===== config.mk =====
export PLATFORM = sky130hd
export DESIGN_NAME = cpu_controller
export DESIGN_NICKNAME = d
export VERILOG_FILES = /design/src/rtl/cpu_controller.sv
export SDC_FILE = /design/constraint.sdc
export NUM_CORES = 1
export LEC_CHECK = 0
export CAP_MARGIN = 20
export CORE_AREA = 2 2 39 41
export CTS_BUF_LIST = sky130_fd_sc_hd__clkbuf_2
export DETAILED_ROUTE_END_ITERATION = 16
export DIE_AREA = 0 0 41 43
export MAX_ROUTING_LAYER = met4
export SETUP_SLACK_MARGIN = 0.1
export SYNTH_ARGS = -nofsm -noshare
export SYNTH_HDL_FRONTEND = slang
export SYNTH_SLANG_ARGS = --single-unit

===== constraint.sdc =====
create_clock -name clk -period 3.55 [get_ports clk]
set_input_delay 0.71 -clock clk [delete_from_list [all_inputs] [get_ports clk]]
set_output_delay 0.71 -clock clk [all_outputs]
set_load 0.02 [all_outputs]

===== src/rtl/cpu_controller.sv =====
// Phase sequencer for the 8-bit accumulator CPU: eight phases per instruction,
// decoding the IR opcode into datapath strobes.
module cpu_controller #(
    parameter bit HALT_STICKY = 1'b1
) (
    input  logic       clk,
    input  logic       rst,
    input  logic       en,
    input  logic [2:0] opcode,
    input  logic       zero,
    output logic       sel,
    output logic       rd,
    output logic       ld_ir,
    output logic       inc_pc,
    output logic       ld_pc,
    output logic       ld_ac,
    output logic       wr,
    output logic       data_e,
    output logic       halt,
    output logic [2:0] phase
);

    typedef enum logic [2:0] {
        InstAddr, InstFetch, InstLoad, Idle, OpAddr, OpFetch, AluOp, Store
    } phase_e;

    localparam logic [2:0] OpHlt = 3'd0;
    localparam logic [2:0] OpSkz = 3'd1;
    localparam logic [2:0] OpAdd = 3'd2;
    localparam logic [2:0] OpAnd = 3'd3;
    localparam logic [2:0] OpXor = 3'd4;
    localparam logic [2:0] OpLda = 3'd5;
    localparam logic [2:0] OpSto = 3'd6;
    localparam logic [2:0] OpJmp = 3'd7;

    phase_e phase_q;
    logic   halted_q;
    logic   alu_op;

    always_ff @(posedge clk) begin
        if (rst) begin
            phase_q  <= InstAddr;
            halted_q <= 1'b0;
        end else if (en && !halted_q) begin
            // A sticky halt parks the sequencer in OpAddr instead of advancing.
            if (HALT_STICKY && phase_q == OpAddr && opcode == OpHlt) begin
                halted_q <= 1'b1;
            end else begin
                phase_q <= phase_e'(phase_q + 3'd1);
            end
        end
    end

    assign alu_op = (opcode == OpAdd) || (opcode == OpAnd) ||
                    (opcode == OpXor) || (opcode == OpLda);
    assign phase  = phase_q;

    always_comb begin
        sel    = 1'b0;
        rd     = 1'b0;
        ld_ir  = 1'b0;
        inc_pc = 1'b0;
        ld_pc  = 1'b0;
        ld_ac  = 1'b0;
        wr     = 1'b0;
        data_e = 1'b0;
        halt   = 1'b0;
        unique case (phase_q)
            InstAddr:  sel = 1'b1;
            InstFetch: begin
                sel = 1'b1;
                rd  = 1'b1;
            end
            InstLoad: begin
                sel   = 1'b1;
                rd    = 1'b1;
                ld_ir = 1'b1;
            end
            Idle: begin
                sel = 1'b1;
                rd  = 1'b1;
            end
            OpAddr: begin
                halt   = (opcode == OpHlt);
                inc_pc = (opcode != OpHlt);
            end
            OpFetch:   rd = alu_op;
            AluOp: begin
                rd     = alu_op;
                inc_pc = (opcode == OpSkz) && zero;
                ld_pc  = (opcode == OpJmp);
                data_e = (opcode == OpSto);
            end
            Store: begin
                rd     = alu_op;
                ld_ac  = alu_op;
                ld_pc  = (opcode == OpJmp);
                wr     = (opcode == OpSto);
                data_e = (opcode == OpSto);
            end
            default: ;
        endcase
        // Stalls suppress every state-changing strobe; address/bus controls stay live.
        if (!en) begin
            ld_ir  = 1'b0;
            inc_pc = 1'b0;
            ld_pc  = 1'b0;
            ld_ac  = 1'b0;
            wr     = 1'b0;
        end
        if (halted_q) begin
            sel    = 1'b0;
            rd     = 1'b0;
            ld_ir  = 1'b0;
            inc_pc = 1'b0;
            ld_pc  = 1'b0;
            ld_ac  = 1'b0;
            wr     = 1'b0;
            data_e = 1'b0;
            halt   = 1'b1;
        end
    end

endmodule


* After elaboration in Yosys (flattened, before gate mapping)
Index checks and enable logic that the tools add are counted.
Word-level totals: bits in registers 4, input port bits 7, word-level logic and storage cells 57
Cells by class: add/subtract/negate cells 1, equality and inequality tests 14, mux-type cells 23, bitwise gates (word level) 1, reductions and logical operators 16
Operators by type and width (number):
- equality test 3 bit (second input constant) | 8
- two-way mux 1 bit | 21
- equality test 3 x 2 -> 1 bit (second input constant) | 4
- equality test 3 x 1 -> 1 bit (second input constant) | 2
- logical NOT 3 bit | 2
- OR reduction 3 bit | 2
- case mux 1 bit (2 select lines) | 2
- AND reduction 2 bit | 2
- OR reduction 4 bit | 1
- adder 3 x 1 -> 3 bit (second input constant) | 1
- logical AND 1 bit | 3
- logical OR 1 bit | 3
- nonzero test 3 bit | 1
- OR reduction 2 bit | 1
- logical NOT 1 bit | 1
- NOT 1 bit | 1

* Depth between registers and ports, before layout
Gate-level depths: netlist (run 1).
word-level depth 7, gate-level depth with buffers 5, gate-level depth less buffers 5

* Worst setup path before layout (run 1)
OpenSTA, ideal clock, no wires.
path type in2out, start point in en, end point out ld_pc, data arrival time 1.607 ns, data required time 2.840 ns, slack 1.233 ns, stages on the path 4, path buffers 1, cell sequence nor2b_1 > clkbuf_1 > nand2_1 > nor3_1
Between the ends: word-level cells in the longest chain between the ends 2
Ends and longest elaborated chain:
- from (decl) | line 8 | input logic en,
- two-way mux 1 bit | line 104 | if (!en) begin
- two-way mux 1 bit | line 111 | if (halted_q) begin
- to (decl) | line 15 | output logic ld_pc,
No other way between the ends.

* Worst setup path after layout (run 1)
start point in opcode[2], end point out halt
Between the ends: word-level cells in the longest chain between the ends 3
Ends and longest elaborated chain:
- from (decl) | line 9 | input logic [2:0] opcode,
- logical NOT 3 bit | line 84 | halt = (opcode == OpHlt);
- two-way mux 1 bit | line 68 | unique case (phase_q)
- two-way mux 1 bit | line 111
- to (decl) | line 19 | output logic halt,
No other way between the ends.

==> results of run 1 <==
==> power groups by stage <==
| stage | sequential (µW) | clock (µW) | combinational [µW] |
|---|---|---|---|
| global placement | 54.0 | 0 | 62.0 |
| CTS | 53.3 | 40.9 | 62.0 |
| floorplan | 55.4 | 0 | 30.8 |
| global route | 54.0 | 42.8 | 67.1 |
| detailed placement | 54.0 | 0 | 61.6 |
| finish | 53.2 | 39.2 | 61.3 |
==> stage by stage <==
step                      total power, µW  std cells
after floorplan                      86.1         49
after global placement                116         82
after detailed placement              116         82
after CTS                             156         85
after global routing                  164         85
final                                 154         85
==> cell type report <==
| cell class | instances | area, µm² |
|---|---|---|
| clock buffers | 3 | 15.0 |
| repair buffers | 19 | 188 |
| fillers | 157 | 795 |
| well taps | 16 | 20.0 |
| inverters | 3 | 11.3 |
| flip-flops and latches | 4 | 80.1 |
| multi-input cells | 40 | 275 |
==> worst max-delay path, stage by stage <==
cell and delay (ps):
clkdlybuf4s50_1 490, or3_4 450, o21bai_1 150, clkdlybuf4s50_1 610
==> cell families (layout without fill, tap and decap cells) <==
kind of cell	after synthesis	in the layout	share of synthesized area
buf+inv	5	25	0.0502
simple gates	21	21	0.291
flops	4	4	0.214
xor+xnor	1	1	0.0234
fa+ha+maj	5	5	0.167
compound gates	13	13	0.254
==> cells in the mapped netlist, types with 2 or more instances <==
master,instances
nand2_1,6
ha_1,5
dfxtp_1,4
nor2_1,4
inv_1,3
nor3_1,3
a21oi_1,2
a31oi_1,2
and3_1,2
clkbuf_1,2
o2111ai_1,2
o21bai_1,2
o311ai_1,2
or4_1,2
==> sequential cells by signal, indices dropped and copies added, names as in the netlist <==
register and cells:
phase 3, halted_q 1
==> final timing paths <==
path,depth (start not counted),from,endpoint
worst min register to register,2,halted_q,halted_q
worst max-delay path,4,opcode[2],halt
worst max register to register,5,phase[1],phase[0]
worst min-delay path,2,halted_q,halted_q
==> placed cells by master, fill, tap and decap left out, types with 3 or more instances in the layout <==
cell / count
inv_1: 3
clkdlybuf4s50_1: 18
dfxtp_1: 4
ha_1: 5
nand2_1: 6
clkbuf_2: 3
nor3_1: 3
nor2_1: 4
==> per-layer routing <==
layer	GRT usage	routed length, µm	up-vias
met5	-	0	-
met4	0.0600	0	0
met3	0.0314	56	0
met2	0.178	500	12
met1	0.132	424	201
li1	-	-	227
==> results.json, run 1 <==
{
  "dp_hpwl_um": 794,
  "cts_resized": 0,
  "drive_above_1_share": 0.0725,
  "gp_congestion": 0.827,
  "die-area_mm2": 0.00176,
  "synthToLayoutAreaGrowth_pct": 57.5,
  "nNetsFinal": 83,
  "antennaDiodeCount": 0,
  "ant_nets": 0,
  "post-route-period-util": 0.879,
  "setup_viol": 0,
  "yosysSeqAreaShare": 0.214,
  "synth-seq-cells": 4,
  "die_x_um": 41,
  "placed_cell_area_um2": 574,
  "wl_per_cell_um": 11.6,
  "clk_path_buf_depth": 2,
  "htreeDepth": 1,
  "rsz0062_at_grt": "no",
  "wl_um": 982,
  "synth_fp_nets": 61,
  "dr.pass1.iters": 4,
  "synth_edf_count": 0,
  "synth_warnings": 0,
  "crit_type": "input pin to output pin",
  "r2r_setup_slack_ps": 2070,
  "yosysTopAreaCellShare": 0.214,
  "fin_crit_ps": 3120,
  "crit_path_start_kind": "input pin",
  "synthTopCellsByArea": "dfxtp_1 21%, ha_1 17%, nand2_1 6.0%, o2111ai_1 4.7%, o311ai_1 4.7%",
  "worstPathArrival_ps": 2410,
  "synth_largest_area_cell": "dfxtp_1",
  "swShare": 0.344,
  "crit_required_ps": 2840,
  "status": "completed",
  "start_util": 0.270,
  "clkLatencyLatePin_ps": 200,
  "grt_max_degree": 12,
  "vias": 440,
  "power-per-cell-area_mw_per_mm2": 261,
  "final_area_um2": 589,
  "worst-slew-pin-transition_ps": 328,
  "antenna_found_initial": 0,
  "cts_tree": "done",
  "timing.hold.ws_ps": 645,
  "rows": 14,
  "overflow": 0,
  "synth_area_per_cell_um2": 7.63,
  "synth_area_um2": 374,
  "setup-tns-final_ps": 0,
  "cts_hold_buf": 0,
  "coreArea_mm2": 0.00138,
  "post-route-util": 0.426,
  "remaining_drc_errors": 0,
  "final_max_slew_viol_count": 0,
  "grt_use_total": 0.116,
  "pwr-share-comb": 0.399,
  "pre_cts_ws_ps": 428,
  "clkPwrFrac": 0.255,
  "cap_violations": 0,
  "clock_sinks": 4,
  "hold_viol": 0,
  "ios": 19,
  "numPortBuffers": 18,
  "irDropWorstVdd_v": 0.000114,
  "drtIter0Drc": 14,
  "p_sw_uw": 52.9,
  "dieHeight_um": 43,
  "p_leak_uw": 0.000235,
  "postSynthCellCount": 49,
  "worst_slack_ps": 430,
  "finalClockSkew_ps": 2.98,
  "hold_path_class": "flop to flop",
  "post-cts-setup-buffers": 0,
  "fmax_mhz": 321,
  "clk_pin_slew_ps": 40,
  "grt_pass1_wl_mm": 1.36,
  "cts_buffers": 3,
  "yosysUniqueCellTypes": 22,
  "crit_path_max_fanout": 6,
  "power_frac_seq": 0.346,
  "internal_power_uw": 101,
  "endpoint_kind": "output pin",
  "vias_per_cell": 5.18,
  "slew_headroom": 0.781,
  "ys.flop_type": "dfxtp_1",
  "async_reset_ff_frac": 0,
  "grt_pass1_vias": 333,
  "root_buffer": "clkbuf_2"
}
No activity file was read; power rests on OpenSTA's default activity.
==> run 2: changes to the inputs <==
--- a/config.mk
+++ b/config.mk
@@ -12,6 +12,7 @@
 export DIE_AREA = 0 0 41 43
 export MAX_ROUTING_LAYER = met4
 export SETUP_SLACK_MARGIN = 0.1
+export SKIP_CTS_REPAIR_TIMING = 1
 export SYNTH_ARGS = -nofsm -noshare
 export SYNTH_HDL_FRONTEND = slang
 export SYNTH_SLANG_ARGS = --single-unit
==> results of run 2 <==
Same layout as run 1: the final DEF is identical, and so are final timing and power.
